[src/rtl/lfsr_4bit_pkg.sv]
// Shared types and defaults for the seeded LFSR burst generator.
package lfsr_4bit_pkg;

  typedef enum logic [1:0] {
    ST_GEN    = 2'd0,
    ST_SERIAL = 2'd1,
    ST_DONE   = 2'd2
  } lfsr_state_e;

  // x^4 + x^3 + 1: maximal length, period 15
  localparam logic [3:0] DEFAULT_TAPS = 4'b1100;

endpackage

[src/rtl/lfsr_4bit_core.sv]
// Fibonacci LFSR register: seeded load, feedback shift, and zero-fill right shift for draining.
module lfsr_4bit_core #(
  parameter int               WIDTH = 4,
  parameter logic [WIDTH-1:0] TAPS  = 4'b1100
) (
  input  logic             clk,
  input  logic             load,
  input  logic [WIDTH-1:0] seed,
  input  logic             gen_en,
  input  logic             ser_en,
  output logic [WIDTH-1:0] r
);

  logic [WIDTH-1:0] r_d, r_q;
  logic             fb;

  always_comb begin
    fb  = ^(r_q & TAPS);
    r_d = r_q;
    if (load)
      // An all-zero register would never leave zero, so substitute 1.
      r_d = (seed == '0) ? WIDTH'(1) : seed;
    else if (gen_en)
      r_d = {r_q[WIDTH-2:0], fb};
    else if (ser_en)
      r_d = r_q >> 1;
  end

  always_ff @(posedge clk) r_q <= r_d;

  assign r = r_q;

endmodule

[src/rtl/lfsr_4bit.sv]
// Runs the LFSR GEN_CYCLES times after reset, then emits the register LSB-first with a valid strobe.
module lfsr_4bit
  import lfsr_4bit_pkg::*;
#(
  parameter int               WIDTH      = 4,
  parameter logic [WIDTH-1:0] TAPS       = DEFAULT_TAPS,
  parameter int               GEN_CYCLES = 8
) (
  input  logic             CLK,
  input  logic             RST,
  input  logic [WIDTH-1:0] seed,
  output logic             OUT,
  output logic             Valid
);

  localparam int               CNT_MAX  = (GEN_CYCLES > WIDTH) ? GEN_CYCLES : WIDTH;
  localparam int               CW       = $clog2(CNT_MAX + 1);
  localparam logic [CW-1:0]    GEN_LAST = CW'(GEN_CYCLES - 1);
  localparam logic [CW-1:0]    SER_LAST = CW'(WIDTH - 1);

  lfsr_state_e      state_d, state_q;
  logic [CW-1:0]    cnt_d, cnt_q;
  logic             out_d, out_q;
  logic             valid_d, valid_q;
  logic [WIDTH-1:0] r;

  lfsr_4bit_core #(.WIDTH(WIDTH), .TAPS(TAPS)) u_core (
    .clk    (CLK),
    .load   (RST),
    .seed   (seed),
    .gen_en (state_q == ST_GEN),
    .ser_en (state_q == ST_SERIAL),
    .r      (r)
  );

  always_comb begin
    state_d = state_q;
    cnt_d   = cnt_q;
    out_d   = 1'b0;
    valid_d = 1'b0;
    if (RST) begin
      state_d = ST_GEN;
      cnt_d   = '0;
    end else begin
      unique case (state_q)
        ST_GEN: begin
          if (cnt_q == GEN_LAST) begin
            cnt_d   = '0;
            state_d = ST_SERIAL;
          end else begin
            cnt_d = cnt_q + 1'b1;
          end
        end
        ST_SERIAL: begin
          out_d   = r[0];
          valid_d = 1'b1;
          cnt_d   = cnt_q + 1'b1;
          if (cnt_q == SER_LAST) state_d = ST_DONE;
        end
        ST_DONE: ;
        default: state_d = ST_DONE;
      endcase
    end
  end

  always_ff @(posedge CLK) begin
    state_q <= state_d;
    cnt_q   <= cnt_d;
    out_q   <= out_d;
    valid_q <= valid_d;
  end

  assign OUT   = out_q;
  assign Valid = valid_q;

endmodule

[config.mk]
export PLATFORM = sky130hd
export DESIGN_NAME = lfsr_4bit
export DESIGN_NICKNAME = d
export VERILOG_FILES = /design/src/rtl/lfsr_4bit_pkg.sv /design/src/rtl/lfsr_4bit_core.sv /design/src/rtl/lfsr_4bit.sv
export SDC_FILE = /design/constraint.sdc
export NUM_CORES = 1
export LEC_CHECK = 0
export ABC_AREA = 1
export BUFFER_PORTS_ARGS = -buffer_cell sky130_fd_sc_hd__buf_2
export CAP_MARGIN = 15
export CORE_MARGIN = 3
export CORE_UTILIZATION = 32
export DETAILED_ROUTE_END_ITERATION = 8
export RECOVER_POWER = 25
export SLEW_MARGIN = 20
export SYNTH_ARGS = -nofsm -noshare
export SYNTH_HDL_FRONTEND = slang
export SYNTH_SLANG_ARGS = --single-unit
[constraint.sdc]
create_clock -name CLK -period 1 [get_ports CLK]
set_input_delay 0.15 -clock CLK [delete_from_list [all_inputs] [get_ports CLK]]
set_output_delay 0.15 -clock CLK [all_outputs]
set_load 0.03 [all_outputs]
### Word-level counts from Yosys, hierarchy flattened

Index checks and enable logic that the tools add are counted.
Widths: inputs -> output; s select.

| operators by class | value |
|---|---|
| bitwise gates (word level) | 2 |
| muxes and demuxes | 10 |
| equal/unequal tests | 6 |
| divide/modulo/power cells | 0 |
| reduce and logical (&&, ||, !) cells | 7 |
| multipliers | 0 |
| $lt $le $gt $ge | 0 |
| add/subtract/negate cells | 1 |
| shift-type cells | 0 |

Operators with widths:

| cell | count |
|---|---|
| $mux 4 | 5 |
| $pmux 4 s2 | 1 |
| $pmux 2 s3 | 1 |
| $add 4x1->4 const B | 1 |
| $eq 4x2->1 const B | 1 |
| $eq 4x3->1 const B | 1 |
| $logic_not 4->1 | 1 |
| $mux 2 | 2 |
| $ne 2x2->1 const B | 2 |
| $reduce_xor 4->1 | 1 |
| $reduce_and 3->1 | 1 |
| $reduce_bool 3->1 | 1 |
| $eq 2x1->1 const B | 1 |
| $eq 2x2->1 const B | 1 |
| $logic_not 2->1 | 1 |
| $not 1->1 | 2 |
| $reduce_bool 2->1 | 1 |
| $reduce_or 2->1 | 1 |
| $mux 1 | 1 |

| word-level totals | value |
|---|---|
| word-level logic and storage cells | 31 |
| ROM bits | 0 |
| RAM bits | 0 |
| bits in registers | 12 |
| memories kept | 0 |
| bits in latches | 0 |
| bits of input ports | 6 |

### Logic depth before layout (Yosys ltp)

| logic depth | value |
|---|---|
| word-level depth | 4 |
| gate-level depth with buffers | 7 |
| gate-level depth less buffers | 7 |

### By module

From an unflattened synthesis, not the netlist that was laid out.

| second synthesis, totals | value |
|---|---|
| cells, all modules | 74 |
| area, all modules | 570.5 um^2 |

Modules (own cells, without submodules):

| module | times used | cells an instance | area each (um^2) | sequential area each (um^2) |
|---|---|---|---|---|
| lfsr_4bit | 1 | 43 | 335.3 | 160.2 |
| lfsr_4bit_core | 1 | 31 | 235.2 | 120.1 |

### Least setup slack after synthesis

No wires, ideal clock.

| timing | value |
|---|---|
| path kind | register to register |
| start | register state_q[1] |
| end | register u_core.r_q[0] (netlist: u_core.r[0]), data pin |
| setup slack | 0.001 ns |
| clock period less this slack | 0.999 ns |
| buffers on the path | 0 |
| data arrival time | 0.743 ns |
| required time | 0.744 ns |
| cell stages (with the launch flop) | 6 |
| cell sequence | dfxtp_1 inv_2 nand2_1 a21oi_1 nand2_1 nand2_1 |

| on the way | value |
|---|---|
| cells in the longest elaborated chain, start to end | 3 |

Ends and longest elaborated chain:

| what | line | RTL |
|---|---|---|
| from (decl) | lfsr_4bit.sv:21 | `lfsr_state_e state_d, state_q;` |
| from (signal assigned) | lfsr_4bit.sv:67 | `state_q <= state_d;` |
| $logic_not 2->1 | lfsr_4bit.sv:31 | `.gen_en (state_q == ST_GEN),` |
| $mux 4 | lfsr_4bit_core.sv:23 | `else if (gen_en)` |
| $mux 4 | lfsr_4bit_core.sv:20 | `if (load)` |
| via u_core.r_d[0] | lfsr_4bit_core.sv:14 | `logic [WIDTH-1:0] r_d, r_q;` |
| to (signal assigned) | lfsr_4bit_core.sv:29 | `always_ff @(posedge clk) r_q <= r_d;` |
| to (decl) | lfsr_4bit_core.sv:14 |  |

The timed path passes the listed nets, and every way through them passes these cells.
A chain may end at the register's enable or synchronous reset.

### Worst setup path in the final report

| timing | value |
|---|---|
| start | register state_q[1] |
| end | register cnt_q[0] |

| on the way | value |
|---|---|
| cells in the longest elaborated chain, start to end | 2 |

Ends and longest elaborated chain:

| what | line | RTL |
|---|---|---|
| $eq 2x1->1 / $logic_not 2->1 (equally long branches) | lfsr_4bit.sv:45 | `unique case (state_q)` |
| $pmux 4 s2 / $reduce_bool 2->1 (equally long branches) | n/a |  |
| to (signal assigned) | lfsr_4bit.sv:68 | `cnt_q <= cnt_d;` |
| to (decl) | lfsr_4bit.sv:22 | `logic [CW-1:0] cnt_d, cnt_q;` |

Parallel ways exist; a longest one is shown, timed or not.

==> implementation parameters <==
Parameter                              Value

Run status
  Status ... complete, no violations

Floorplanning
  Number of cell rows ... 14
  Die outline area ... 2420 sq um
  Die Y ... 49.2 um
  Horizontal die dimension ... around 49 um
  IO Count ... 8
  Core region area ... ~1600 sq um
  Starting utilization of the core area ... between 30% and 40%

Clock network
  Count of H-tree levels built during CTS ... 1
  Post-CTS setup buffer count ... 0
  Clock Sink Count ... 12
  Clock network latency to the later pin of the worst-skew pair ... 0.28 ns
  Clk buf depth ... 2
  Cts bufs inserted ... 3
  Clock tree from TritonCTS ... yes
  Clock tree root driver cell ... sky130_fd_sc_hd__clkbuf_4
  Clock slew seen by the registers of the worst setup and hold paths ... around 0.08 ns

Critical path
  Worst setup endpoint ... cnt_q[0]
  Kind of end point of the critical path ... register
  CP required ... 1.16 ns
  R2r setup slk ... around 0.027 ns
  Reg2Reg Launch Point ... state_q[1]
  Highest cell delay on the worst timing path ... between 0.3 and 0.4 ns
  Setup CP Type ... reg2reg
  Number of buffers and inverters on the critical path ... 3
  Cell count along the critical path ... 6
  Crit-path leading delay family ... flip-flops
  Slowest library cell on the worst path ... sky130_fd_sc_hd__dfxtp_4
  R2r endpoint ... cnt_q[0]
  Crit Path Max Fanout ... 4
  Data arrival, critical path ... 1.13 ns
  Worst-path cell chain ... inv_2 > buf_6 > nand2_4 > inv_1 > nor2_1 > o21ai_0
  Startpoint Class ... register
  Cells on worst reg2reg path ... 6
  Critical path origin ... state_q[1]

GRT
  Number of antenna violations at the first check in global routing ... 0
  Remaining global-route overflow ... 0
  First-pass GRT wire length ... approximately 2200 um
  Via count of the first global-routing pass ... 545
  Total Routing Usage GR ... between 10% and 20%
  Largest net degree at the start of global routing ... 11

Route
  DRC violation total after the first TritonRoute iteration ... 12
  Number of antenna-violating nets in the routed design ... 0
  Total routed wirelength ... between 1000 and 1500 um
  Initial DRT Pass Iterations ... 4
  Post-detailed-route via-to-cell ratio ... between 4 and 5
  DRC violations left ... 0
  Vias after detailed routing ... approximately 580
  Routed len/inst ... ~10 um

Logic synthesis
  Flop and latch count out of synthesis ... 12
  Number of enable-type register cells in the synthesized netlist ... 4
  Syn. warnings ... 0
  Netlist area before placement ... about 600 sq um
  Syn_area_per_cell ... 7.12 sq um
  Most frequently used flop master after synthesis ... sky130_fd_sc_hd__dfxtp_1
  Nets in the synthesized netlist ... 91
  Post-synthesis async set-or-reset flop share ... 0%
  Sequential share of the synthesized area ... a little under half
  Number of unique standard cell types used by synthesis ... 17
  Cell count after synthesis ... 84

STA
  Period utilization ... a little over nine tenths
  Worst Max-Slew Pin Slew ... about 0.18 ns
  Final Skew ... ~0.012 ns
  Highest Clock Rate ... roughly 1000 MHz
  RSZ-0062 raised after global routing ... true
  Final worst path period need ... slightly below 1 ns
  Worst slew margin relative to its limit ... between 80% and 90%
  Final number of hold-violating endpoints ... 0
  Number of pins exceeding their max-slew limit in the final report ... 0
  Total setup violations reported at the end of the flow ... 0

Power and ir drop
  Power density cells ... 1700 nW/um^2
  Lkg Pwr ... ~0.00043 uW
  Worst-case vdd ir drop ... approximately 0.0008 V

Placement
  Placed wire-length estimate ... about 1000 um
  Post-Place Cell Area ... between 700 and 800 sq um
  Port-buffer cells ... 7
  Final RePlAce weighted congestion ... approximately 0.75

Layout
  Final nets ... approximately 110
  Synthesis-to-layout area growth ... 37.7%
  Storage element area ... ~290 sq um
  Layout cell share with drive strength beyond 1 ... between 30 and 40%
  Footprint of the multi-input gates ... 299 sq um
  Final core utilization ... just over 50%
  Total non-filler cell area in the finished layout ... ~820 sq um
  Ant diodes ... 0
  Filler cell count ... about 160

Run
  Number of violations of the max-capacitance limit ... 0

Worst hold path
  Class of the tightest hold or removal check ... in2reg
[cell type report]
type / count / area share (%)
Multi-Input combinational cell: 58 / 36.3
Timing Repair Buffer: 19 / 15.7
Tap cell: 24 / 3.65
Inverter: 13 / 5.93
Clock buffer: 4 / 3.19
Sequential cell: 12 / 35.3
[placed cells by master (no fill, tap or decap), drive strengths merged]
cell type	Yosys	routed
a21boi	1	1
a21oi	3	3
and3	1	1
buf	1	19
clkbuf	0	4
dfxtp	8	8
edfxtp	4	4
ha	1	1
inv	13	13
nand2	31	31
nand3	8	8
nor2	9	9
nor3	2	2
o21ai	1	1
o21bai	1	1
[layer usage]
metal | global-route usage [%] | wire [um] | vias up
met5 | 0 | 0 | -
met4 | 8.53 | 68 | 0
met3 | 3.67 | 56 | 9
met2 | 20.5 | 655 | 14
met1 | 13.8 | 584 | 252
li1 | - | - | 306
[synthesized netlist by cell type (2+ instances only)]
| library cell | count | area share [%] |
|---|---|---|
| sky130_fd_sc_hd__dfxtp_1 | 8 | 27 |
| sky130_fd_sc_hd__nand2_1 | 30 | 19 |
| sky130_fd_sc_hd__edfxtp_1 | 4 | 20 |
| sky130_fd_sc_hd__nand3_1 | 8 | 6.7 |
| sky130_fd_sc_hd__nor3_1 | 2 | 1.7 |
| sky130_fd_sc_hd__a21oi_1 | 3 | 2.5 |
| sky130_fd_sc_hd__inv_1 | 12 | 7.5 |
| sky130_fd_sc_hd__nor2_1 | 8 | 5.0 |
[tightest hold or removal path: cells and delay by family]
| family | cells | cell delay (ns) |
|---|---|---|
| simple gates | 2 | 0.09 |
| buf+inv | 1 | 0.09 |
[flip-flops by register name, indices dropped and copies added (netlist names)]
signal / cells
cnt_q: 4
Valid: 1
u_core.r: 4
state_q: 2
OUT: 1
[report_power, final]
group          total (uW)  switching, uW  internal (uW)
registers             652           58.6            593
logic                 419            219            201
clock network         328            173            155
[metrics by stage]
stage	hold slack (ns)	total power, uW	worst slack, ns	TNS (ns)	cells
floorplan	0.336	859	0.000930	0	84
global placement	0.439	1020	-0.00688	-0.00688	126
detailed placement	0.444	1030	-0.0323	-0.0791	126
CTS	0.147	1360	0.00614	0	130
global route	0.167	1500	-0.0368	-0.0962	130
finish	0.147	1400	0.0273	0	130
[logic make-up after synthesis]
logic type               count (synthesis)  synth area share [%]
AO/OA/AOI/OAI                            6                  5.86
flip-flops                              12                  46.9
AND/OR/NAND/NOR                         51                  36.2
adder cells (fa/ha/maj)                  1                  2.09
buffers and inverters                   14                  8.99
[worst min-delay path by stage]
stage                 start     endpoint  slack (ns)  cells after the start
floorplan           seed[1]  u_core.r[1]        0.34                      2
global placement    seed[3]  u_core.r[3]        0.44                      3
detailed placement  seed[3]  u_core.r[3]        0.44                      3
CTS                 seed[3]  u_core.r[3]        0.15                      3
global route        seed[3]  u_core.r[3]        0.17                      3
finish              seed[3]  u_core.r[3]        0.15                      3
[repair_timing]
action                                  in CTS  in global routing
resized for setup                            4                 12
endpoints found under the setup margin       5                  9
hold buffers                                 0                  0
pin swaps                                    2                  2
Note: power is estimated with default switching activity, not from simulation.
